<file path="src/rtl/mem_boot_ctrl.sv">
// mem_boot_ctrl: streams host words into the data BRAM, then the instruction BRAM, then releases the core.
// Optional feature macro BOOT_CHECKSUM_EN adds a trailing checksum beat (CHECK state) and an ERROR outcome.
module mem_boot_ctrl #(
  parameter int ADDR_WIDTH = 12,
  parameter int DATA_WIDTH = 32
) (
  input  logic                  clk_i,
  input  logic                  rst_i,
  input  logic                  cfg_start_i,
  input  logic [ADDR_WIDTH-2:0] cfg_d_words_i,
  input  logic [ADDR_WIDTH-2:0] cfg_i_words_i,
  input  logic                  s_valid_i,
  input  logic [DATA_WIDTH-1:0] s_data_i,
  output logic                  s_ready_o,
  input  logic                  halt_i,
  output logic [ADDR_WIDTH-1:0] i_w_addr_o,
  output logic [DATA_WIDTH-1:0] i_w_dat_o,
  output logic                  i_w_enb_o,
  output logic [3:0]            i_w_byte_enb_o,
  output logic [ADDR_WIDTH-1:0] d_w_addr_o,
  output logic [DATA_WIDTH-1:0] d_w_dat_o,
  output logic                  d_w_enb_o,
  output logic [3:0]            d_w_byte_enb_o,
  output logic                  pc_stall_o,
  output logic                  i_r_enb_o,
  output logic                  rd_enbl_o,
  output logic                  d_bram_init_done_o,
  output logic                  boot_err_o
);

  localparam int CNT_W = ADDR_WIDTH - 1;
  localparam int IDX_W = ADDR_WIDTH - 2;
  localparam logic [CNT_W-1:0] CNT_MAX = CNT_W'(1) << IDX_W;

  // IDLE wait cfg | LOAD_D/LOAD_I stream words | CHECK checksum beat | RUN core live | ERROR bad sum
  typedef enum logic [2:0] {
    ST_IDLE   = 3'd0,
    ST_LOAD_D = 3'd1,
    ST_LOAD_I = 3'd2,
`ifdef BOOT_CHECKSUM_EN
    ST_CHECK  = 3'd3,
`endif
    ST_RUN    = 3'd4,
    ST_ERROR  = 3'd5
  } state_t;

`ifdef BOOT_CHECKSUM_EN
  localparam state_t ST_POST = ST_CHECK;
`else
  localparam state_t ST_POST = ST_RUN;
`endif

  function automatic logic [CNT_W-1:0] clamp_cnt(input logic [CNT_W-1:0] c);
    return (c > CNT_MAX) ? CNT_MAX : c;
  endfunction

  state_t state_q, state_d;
  logic [CNT_W-1:0] rem_q, rem_d, i_cnt_q, i_cnt_d;
  logic [IDX_W-1:0] k_q, k_d;
  logic run_arm_q;
  logic d_w_enb_q, d_w_enb_d, i_w_enb_q, i_w_enb_d;
  logic [ADDR_WIDTH-1:0] d_w_addr_q, d_w_addr_d, i_w_addr_q, i_w_addr_d;
  logic [DATA_WIDTH-1:0] d_w_dat_q, d_w_dat_d, i_w_dat_q, i_w_dat_d;
  logic [CNT_W-1:0] d_clamp, i_clamp;
  logic start_ok, accept, last_beat, loading, released;
`ifdef BOOT_CHECKSUM_EN
  logic [DATA_WIDTH-1:0] sum_q, sum_d;
`endif

  assign d_clamp   = clamp_cnt(cfg_d_words_i);
  assign i_clamp   = clamp_cnt(cfg_i_words_i);
  assign start_ok  = cfg_start_i && (state_q == ST_IDLE || state_q == ST_ERROR);
  assign accept    = s_valid_i && s_ready_o;
  assign last_beat = (rem_q == CNT_W'(1));
  assign loading   = (state_q == ST_LOAD_D) || (state_q == ST_LOAD_I);

  always_ff @(posedge clk_i) begin
    if (rst_i) begin
      state_q <= ST_IDLE;
    end else begin
      state_q <= state_d;
    end
  end

  always_comb begin
    state_d = state_q;
    case (state_q)
      ST_IDLE, ST_ERROR: begin
        if (cfg_start_i) begin
          if (d_clamp != '0)      state_d = ST_LOAD_D;
          else if (i_clamp != '0) state_d = ST_LOAD_I;
          else                    state_d = ST_POST;
        end
      end
      ST_LOAD_D: if (accept && last_beat) state_d = (i_cnt_q != '0) ? ST_LOAD_I : ST_POST;
      ST_LOAD_I: if (accept && last_beat) state_d = ST_POST;
`ifdef BOOT_CHECKSUM_EN
      ST_CHECK:  if (accept) state_d = (sum_q == s_data_i) ? ST_RUN : ST_ERROR;
`endif
      ST_RUN:    if (halt_i) state_d = ST_IDLE;
      default:   state_d = ST_IDLE;
    endcase
  end

  // Release is held off one cycle in RUN so the final BRAM write lands while the core is still stalled.
  always_comb begin
    s_ready_o = 1'b0;
    released  = 1'b0;
    case (state_q)
      ST_LOAD_D, ST_LOAD_I: s_ready_o = 1'b1;
`ifdef BOOT_CHECKSUM_EN
      ST_CHECK:             s_ready_o = 1'b1;
`endif
      ST_RUN:               released  = run_arm_q;
      default:              ;
    endcase
  end

  assign pc_stall_o         = ~released;
  assign i_r_enb_o          = released;
  assign rd_enbl_o          = released;
  assign d_bram_init_done_o = released;

  always_comb begin
    rem_d      = rem_q;
    k_d        = k_q;
    i_cnt_d    = i_cnt_q;
    d_w_enb_d  = 1'b0;
    i_w_enb_d  = 1'b0;
    d_w_addr_d = d_w_addr_q;
    d_w_dat_d  = d_w_dat_q;
    i_w_addr_d = i_w_addr_q;
    i_w_dat_d  = i_w_dat_q;
    if (start_ok) begin
      i_cnt_d = i_clamp;
      rem_d   = (d_clamp != '0) ? d_clamp : i_clamp;
      k_d     = '0;
    end else if (accept && loading) begin
      if (state_q == ST_LOAD_D) begin
        d_w_enb_d  = 1'b1;
        d_w_addr_d = {k_q, 2'b00};
        d_w_dat_d  = s_data_i;
      end else begin
        i_w_enb_d  = 1'b1;
        i_w_addr_d = {k_q, 2'b00};
        i_w_dat_d  = s_data_i;
      end
      if (last_beat) begin
        rem_d = i_cnt_q;
        k_d   = '0;
      end else begin
        rem_d = rem_q - CNT_W'(1);
        k_d   = k_q + IDX_W'(1);
      end
    end
  end

  always_ff @(posedge clk_i) begin
    if (rst_i) begin
      rem_q      <= '0;
      k_q        <= '0;
      i_cnt_q    <= '0;
      run_arm_q  <= 1'b0;
      d_w_enb_q  <= 1'b0;
      i_w_enb_q  <= 1'b0;
      d_w_addr_q <= '0;
      d_w_dat_q  <= '0;
      i_w_addr_q <= '0;
      i_w_dat_q  <= '0;
    end else begin
      rem_q      <= rem_d;
      k_q        <= k_d;
      i_cnt_q    <= i_cnt_d;
      run_arm_q  <= (state_q == ST_RUN);
      d_w_enb_q  <= d_w_enb_d;
      i_w_enb_q  <= i_w_enb_d;
      d_w_addr_q <= d_w_addr_d;
      d_w_dat_q  <= d_w_dat_d;
      i_w_addr_q <= i_w_addr_d;
      i_w_dat_q  <= i_w_dat_d;
    end
  end

  assign d_w_enb_o      = d_w_enb_q;
  assign d_w_addr_o     = d_w_addr_q;
  assign d_w_dat_o      = d_w_dat_q;
  assign d_w_byte_enb_o = {4{d_w_enb_q}};
  assign i_w_enb_o      = i_w_enb_q;
  assign i_w_addr_o     = i_w_addr_q;
  assign i_w_dat_o      = i_w_dat_q;
  assign i_w_byte_enb_o = {4{i_w_enb_q}};

`ifdef BOOT_CHECKSUM_EN
  always_comb begin
    sum_d = sum_q;
    if (start_ok)              sum_d = '0;
    else if (accept && loading) sum_d = sum_q + s_data_i;
  end

  always_ff @(posedge clk_i) begin
    if (rst_i) sum_q <= '0;
    else       sum_q <= sum_d;
  end

  assign boot_err_o = (state_q == ST_ERROR);
`else
  assign boot_err_o = 1'b0;
`endif

endmodule

</file>
<file path="config.mk">
export PLATFORM = sky130hd
export DESIGN_NAME = mem_boot_ctrl
export DESIGN_NICKNAME = d
export VERILOG_FILES = /design/src/rtl/mem_boot_ctrl.sv
export SDC_FILE = /design/constraint.sdc
export NUM_CORES = 1
export LEC_CHECK = 0
export ABC_AREA = 1
export BUFFER_PORTS_ARGS = -buffer_cell sky130_fd_sc_hd__buf_2
export CORE_ASPECT_RATIO = 0.5
export CORE_MARGIN = 2
export CORE_UTILIZATION = 52
export DETAILED_ROUTE_END_ITERATION = 12
export PLACE_DENSITY = 0.84
export SLEW_MARGIN = 20
export SYNTH_ARGS = -nofsm -noshare
export SYNTH_HDL_FRONTEND = slang
export SYNTH_SLANG_ARGS = --single-unit
</file>
<file path="constraint.sdc">
create_clock -name clk_i -period 2.1 [get_ports clk_i]
set_clock_uncertainty 0.1 [all_clocks]
set_input_delay 0.63 -clock clk_i [delete_from_list [all_inputs] [get_ports clk_i]]
set_output_delay 0.63 -clock clk_i [all_outputs]
set_load 0.005 [all_outputs]
</file>
---- After elaboration in Yosys (flattened, before gate mapping) ----
Cells that the tools add are included.
operators by class
  add/subtract/negate cells ............... 2
  order comparisons ....................... 2
  equality and inequality tests ........... 9
  mux-type cells .......................... 19
  bitwise gates (word level) .............. 4
  reductions and logical operators ........ 18
operators with widths
  operator                                                number
  two-way mux 11 bit                                      6
  nonzero test 11 bit                                     3
  > comparator 11 bit (second input constant)             2
  two-way mux 3 bit                                       7
  case mux 3 bit (4 select lines)                         1
  equality test 11 x 1 -> 1 bit (second input constant)   1
  subtractor 11 x 1 -> 11 bit (second input constant)     1
  adder 10 x 1 -> 10 bit (second input constant)          1
  two-way mux 10 bit                                      1
  equality test 3 bit (second input constant)             2
  AND reduction 3 bit                                     2
  OR reduction 2 bit                                      3
  logical AND 1 bit                                       4
  two-way mux 1 bit                                       4
  inequality test 2 x 1 -> 1 bit (second input constant)  2
  inequality test 2 bit (second input constant)           2
  NOT 1 bit                                               4
  AND reduction 4 bit                                     1
  equality test 3 x 1 -> 1 bit (second input constant)    1
  equality test 3 x 2 -> 1 bit (second input constant)    1
  zero test 3 bit                                         1
  OR reduction 3 bit                                      1
  logical OR 1 bit                                        2
  nonzero test 2 bit                                      1
word-level totals
  flip-flop bits (word level) ............. 122

---- Logic depth before layout (Yosys ltp) ----
Gate-level depths: netlist of run 1.
  depth after elaboration ................. 7
  depth in mapped cells ................... 11

---- Least setup slack after synthesis of run 1 ----
Ideal clock, no wire load.
  path type ............................... input port to flip-flop
  from .................................... input port cfg_d_words_i[1]
  to ...................................... register rem_q[2]
  setup time .............................. 0.128 ns
  data arrival time ....................... 1.632 ns
  required time ........................... 1.872 ns
  slack ................................... 0.240 ns
  cell stages on the path ................. 8
  path buffers ............................ 1
  cell sequence ........................... or2_2 -> nor2_1 -> nand3_1 -> inv_2 -> buf_4 -> nand2_1 -> o211ai_1 -> a21oi_2
between the ends
  word-level cells in the longest chain between the ends .. 5
ends and longest elaborated chain
  item                    RTL line  source
  start: declaration      10        input logic [ADDR_WIDTH-2:0] cfg_d_words_i,
  > comparator 11 bit     54        return (c > CNT_MAX) ? CNT_MAX : c;
  two-way mux 11 bit (*)  54
  nonzero test 11 bit     136       rem_d = (d_clamp != '0) ? d_clamp : i_clamp;
  two-way mux 11 bit (*)  136
  two-way mux 11 bit (*)  134       if (start_ok) begin
  end signal: assignment  171       rem_q <= rem_d;
  end: declaration        58        logic [CNT_W-1:0] rem_q, rem_d, i_cnt_q, i_cnt_d;
Mark *: on every way between the ends. The rest lies on a longest branch, timed or not.
A chain may end at the register's enable or synchronous reset.

---- Final worst setup path of run 1 ----
  from .................................... register state_q[0]
  to ...................................... output port rd_enbl_o
between the ends
  word-level cells in the longest chain between the ends .. 2
ends and longest elaborated chain
  item                      RTL line  source
  start: declaration        57        state_t state_q, state_d;
  start signal: assignment  81        state_q <= state_d;
  equality test 3 bit       109       case (state_q)
  two-way mux 1 bit         109
  end: declaration          26        output logic rd_enbl_o,
Every way passes these cells.

==> impl_metrics.yaml, run 1 <==
clock_tree:
  cts_root_buf: "clkbuf_16"
  cts_buffers: 17
  h-tree-depth: 4
  cts_sinks: 122
  cts_tree: "built"
  clkLatencyLatePin_ps: 410
  post-cts-setup-buffer-count: 0
  cts_buffer_depth: 2
  clk_pin_slew_worst_paths_ps: 60
synthesis:
  yosys_warnings: 0
  async_flop_share: 0
  synthCells: 760
  synth_top_cells_by_area: "dfxtp_1 (45%), nor2_1 (9.0%), nand2_1 (8.9%), nand3_1 (6.7%), a21oi_1 (6.1%)"
  avgSynthCellArea_um2: 7.175
  synth-edff-count: 0
  yosysMostFrequentCell: "nor2_1"
  yosysUniqueCellTypes: 40
  ys_ff_latch: 122
  yosysTopAreaCellShare: 0.4479
  syn_area_um2: 5453
  synthTopCellsByCount: "nor2_1 (131), nand2_1 (129), dfxtp_1 (122)"
  yosysTopAreaCell: "dfxtp_1"
  synth_flop_cell: "dfxtp_1"
  yosysSeqAreaShare: 0.4479
power_and_ir_drop:
  ir_worst_vdd_mv: 0.5631
  leakagePower_nw: 3.311
  powerDensity_nw_per_um2: 1163
  p_total_w: 0.008077
die:
  core_um2: 10210
  fp.dieW_um: 148.8
  io-pin-count: 163
  die_area_um2: 11370
  rows: 26
  start_util: 0.5338
  die_y_um: 76.41
timing:
  period_share: 0.9633
  worstMarginPinSlew_ps: 614.1
  final-hold-violation-count: 0
  drv_slew: 0
  setup_violations: 0
  final.min_clock_period_ps: 2023
  relSlewSlack: 0.5906
  fmax_mhz: 494.4
routing:
  wl_per_cell_um: 14.80
  drc_errors: 0
  ant_nets: 0
  dr.pass1.iters: 6
  vias: 5657
  wl_met3_um: 1345
  wl_met1_um: 6399
  wl_met2_um: 7649
  avgViaCountPerCell: 5.332
  routed.top_layer: "met4"
  routed_wl_um: 15700
  drt_iter0_drc: 478
grt:
  grt_pass1_wl_um: 26110
  grt_max_degree: 53
  grt_util_all_layers: 0.2838
  gr-total-overflow: 0
  antenna_found_initial: 0
  grt_pass1_vias: 5551
placed_design:
  place_congestion: 0.9751
  port_buffers: 157
  place_inst: 1029
  dpl.hpwl_um: 10940
setup_path:
  setup.worst_path.start: "state_q[0]$_SDFFE_PP0P_"
  cp-start-kind: "flop"
  worstPathArrival_ps: 1290
  reg2reg_slack_ps: 250
  cp_max_fo: 4
  cp-endpoint: "rd_enbl_o"
  reg2reg_depth: 10
  r2r_start: "state_q[1]$_SDFFE_PP0P_"
  criticalPathCategory: "flop to output pin"
  r2r-end: "i_w_addr_o[7]$_SDFFE_PP0P_"
  cp_data_required_time_ps: 1370
  end_kind: "output pin"
run_status:
  status: "finished, final reports clean"
layout:
  synthToLayoutAreaGrowth_pct: 27.42
  seq_area_um2: 2445
  fillers: 870
  drive_gt1_frac: 0.2660
  n_antenna_cell: 0
  nets: 970
  finalNonFillerCells: 1061
  multiInputGateArea_um2: 2504
hold_path:
  hold_depth: 2
  hold_path_class: "flop to flop"
run:
  drv_cap: 0
[how the worst min path moves through the flow]
stage	from	to	slack [ps]
5_1_grt	s_data_i[31]	d_w_dat_o[31]$_SDFFE_PP0P_	360
3_3_place_gp	i_w_addr_o[10]$_SDFFE_PP0P_	i_w_addr_o[10]$_SDFFE_PP0P_	340
3_5_place_dp	i_w_dat_o[16]$_SDFFE_PP0P_	i_w_dat_o[16]$_SDFFE_PP0P_	350
2_1_floorplan	k_q[9]$_SDFFE_PP0P_	k_q[9]$_SDFFE_PP0P_	340
6_report	i_w_dat_o[16]$_SDFFE_PP0P_	i_w_dat_o[16]$_SDFFE_PP0P_	360
4_1_cts	s_data_i[1]	d_w_dat_o[1]$_SDFFE_PP0P_	350
[placed cells by master (no fill, tap or decap), drive strengths merged, types with 6 or more instances in the layout]
master / netlist / final
buf: 38 / 180
nor2: 135 / 135
nand2: 133 / 133
dfxtp: 122 / 122
nand3: 75 / 75
o21ai: 70 / 70
a21oi: 69 / 69
inv: 55 / 59
clkbuf: 17 / 20
o22ai: 8 / 8
o211ai: 7 / 7
clkinv: 2 / 6
[final cells by class]
type	count	share of cell area
Clock buffer	20	0.06717
Timing Repair Buffer	180	0.1415
Sequential cell	122	0.3519
Tap cell	140	0.02521
Clock inverter	12	0.02305
Inverter	57	0.03079
Multi-Input combinational cell	530	0.3603
[report_power, final]
group	total, W	internal (W)	switching [W]
Clock	0.00306	0.00198	0.00109
Combinational	0.00219	0.000812	0.00138
Sequential	0.00282	0.00261	0.000208
[stage by stage]
step                setup slack (ps)  hold slack (ps)  setup TNS (ps)  utilization  cell area [um^2]
floorplan                      240.0            344.7               0            -              5468
global placement               19.26            343.8               0       0.6181              6314
detailed placement            -28.14            349.3          -56.57       0.6181              6314
CTS                            56.11            346.3               0       0.6794              6940
global route                  -37.85            361.5          -109.5       0.6802              6948
finish                         77.14            356.5               0       0.6802              6948
[worst max-delay path, stage by stage, from the launching register on]
cell and delay [ps]:
dfxtp_2 350, inv_2 60, nand2_1 80, nor2_2 130, nand2_1 80, inv_1 80, buf_2 110
[flip-flops by register name, summed over array words and instances (netlist names)]
register    flops
d_w_enb_o       1
i_w_addr_o     10
run_arm_q       1
d_w_dat_o      32
rem_q          11
i_w_dat_o      32
i_w_enb_o       1
k_q            10
i_cnt_q        11
state_q         3
d_w_addr_o     10
[layer usage]
metal | track usage | vias to the layer above
li1 | - | 2757
met3 | 0.07485 | 29
met4 | 0.1171 | 0
met2 | 0.4759 | 248
met1 | 0.3479 | 2623
met5 | 0 | -
[cell families after synthesis]
logic type               Yosys count  synth area share
flip-flops                       122            0.4479
other                              1         0.0006877
adder cells (fa/ha/maj)            3          0.006885
XOR/XNOR                           5          0.008033
AO/OA/AOI/OAI                    159            0.1570
AND/OR/NAND/NOR                  358            0.2825
buffers and inverters            112           0.09706
[repair_timing]
action                     in CTS  in global routing
setup endpoints to repair       0                  7
resized for setup               0                  4
hold buffers                    0                  0
No activity file was read; power rests on OpenSTA's default activity.
==> run 2, diff against run 1 <==
Settings changed: BUFFER_PORTS_ARGS -buffer_cell sky130_fd_sc_hd__buf_2 to not set, CORE_UTILIZATION 52 to 63, DONT_BUFFER_PORTS set to 1, PLACE_DENSITY 0.84 to 0.83.
==> run 2 against run 1 <==
Compared with the run above:
- register-to-register slack lost 100 ps
- cell count shrank 18%
- first-iteration DRC count increased by 7.5%
- non-clock buffer count fell by 162
- sequential share of layout area rose by 5.0 points
==> impl_metrics.yaml, run 2 (same netlist as run 1, synthesis figures left out) <==
power_and_ir_drop:
  power_frac_comb: 0.232
  leakagePower_nw: 2.514
  clkPwrFrac: 0.400
  p_seq_frac: 0.368
  swShare: 0.3273
  internal_power_w: 0.005264
  power_switching_w: 0.002561
  powerDensity_nw_per_um2: 1289
  ir_worst_vdd_mv: 0.7321
setup_path:
  cp_max_fo: 4
  r2r_start: "state_q[0]$_SDFFE_PP0P_"
  criticalPathCategory: "flop to output pin"
  reg2reg_depth: 10
  r2r-end: "rem_q[4]$_SDFFE_PP0P_"
  cp_data_required_time_ps: 1370
  reg2reg_slack_ps: 150
  worstPathArrival_ps: 1260
  cp-start-kind: "flop"
  end_kind: "output pin"
timing:
  setup_violations: 0
  fin_hold_ws_ps: 191.1
  finalSetupTns_ps: 0
  period_share: 0.9458
  drv_slew: 0
  final-hold-violation-count: 0
  fmax_mhz: 503.5
  final.min_clock_period_ps: 1986
  rsz0062_at_grt: "no"
clock_tree:
  cts_buffer_depth: 2
  cts_sinks: 122
  cts_root_buf: "clkbuf_16"
  h-tree-depth: 4
  clkLatencyLatePin_ps: 410
  clk_pin_slew_worst_paths_ps: 50
  cts_buffers: 17
  cts_tree: "built"
  ctsHoldBuffers: 0
die:
  core_um2: 8202
  io-pin-count: 163
  start_util: 0.6648
  die_area_um2: 9461
  fp.dieW_um: 135.6
  die_y_um: 69.79
  rows: 23
placed_design:
  dpl.hpwl_um: 9751
  place_congestion: 0.9601
  port_buffers: 0
  place_area_um2: 5430
  place_inst: 839
routing:
  wl_per_cell_um: 16.54
  avgViaCountPerCell: 5.845
  drt_iter0_drc: 514
  dr.pass1.iters: 5
  ant_nets: 0
  drc_errors: 0
  vias: 5085
  routed_wl_um: 14390
layout:
  multiInputGateArea_um2: 2501
  seq_area_um2: 2442
  finalNonFillerCells: 870
  final_cell_mix: "nor2_1 (130), nand2_1 (128), dfxtp_1 (122)"
  postLayoutCellArea_um2: 6073
  mostFrequentLayoutCell: "nor2_1"
  fin_util: 0.7405
  n_antenna_cell: 0
  nets: 808
  fillers: 628
  synthToLayoutAreaGrowth_pct: 11.38
  drive_gt1_frac: 0.1042
hold_path:
  hold_path_end: "run_arm_q$_SDFF_PP0_"
  holdCritStartpoint: "rst_i"
  hold_path_class: "input pin to flop"
  hold_depth: 1
grt:
  grt_pass1_vias: 4833
  grt_util_all_layers: 0.3097
  antenna_found_initial: 0
  gr-total-overflow: 0
  grt_max_degree: 54
  grt_pass1_wl_um: 23350
run_status:
  status: "finished, final reports clean"
run:
  drv_cap: 0
==> run 2: power groups by stage <==
stage,combinational [W],clock (W),sequential [W]
after floorplan,0.00142,0,0.00285
after global placement,0.00172,0,0.00292
after detailed placement,0.00175,0,0.00292
after CTS,0.00178,0.00314,0.00288
after global routing,0.00204,0.00325,0.00291
final,0.00181,0.00313,0.00288
==> run 2: how the worst max path moves through the flow <==
stage                                             to  cells past startpoint               startpoint
after global placement         rem_q[9]$_SDFFE_PP0P_                      8         cfg_d_words_i[1]
final                             d_bram_init_done_o                      4  state_q[2]$_SDFFE_PP0P_
after detailed placement       rem_q[9]$_SDFFE_PP0P_                      8         cfg_d_words_i[1]
after CTS                                  rd_enbl_o                      4  state_q[2]$_SDFFE_PP0P_
after floorplan                rem_q[2]$_SDFFE_PP0P_                      8         cfg_d_words_i[1]
after global routing      i_w_addr_o[4]$_SDFFE_PP0P_                     10  state_q[0]$_SDFFE_PP0P_
==> run 2: critical path: stages, from the launching register on <==
cell and delay, ps:
dfxtp_1 400, nand2_1 70, nor2_1 140, nand2_1 100
inv_1 140
==> run 2: layout make-up <==
cell class                      count  share of cell area
Clock inverter                     12             0.03090
Tap cell                          112             0.02307
Clock buffer                       19             0.07458
Timing Repair Buffer               18             0.02225
Sequential cell                   122              0.4021
Inverter                           57             0.03523
Multi-Input combinational cell    530              0.4118
==> run 2: layer usage <==
layer  vias to the layer above  part of all wire  GRT usage
li1                       2434                 -          -
met1                      2311              0.41     0.3964
met2                       305              0.46     0.4860
met3                        35              0.11     0.1023
met4                         0             0.024     0.1215
met5                         -                 0          0
==> run 2: stage by stage <==
step	total power [W]	setup WS, ps
CTS	0.007802	93.14
global placement	0.004642	191.9
detailed placement	0.004676	121.3
global route	0.008206	0.6810
finish	0.007826	113.7
floorplan	0.004268	240.0
==> run 2: repair_timing <==
action	in CTS	in global routing
setup buffers	0	0
gates resized for setup	0	1
endpoints found under the setup margin	0	1
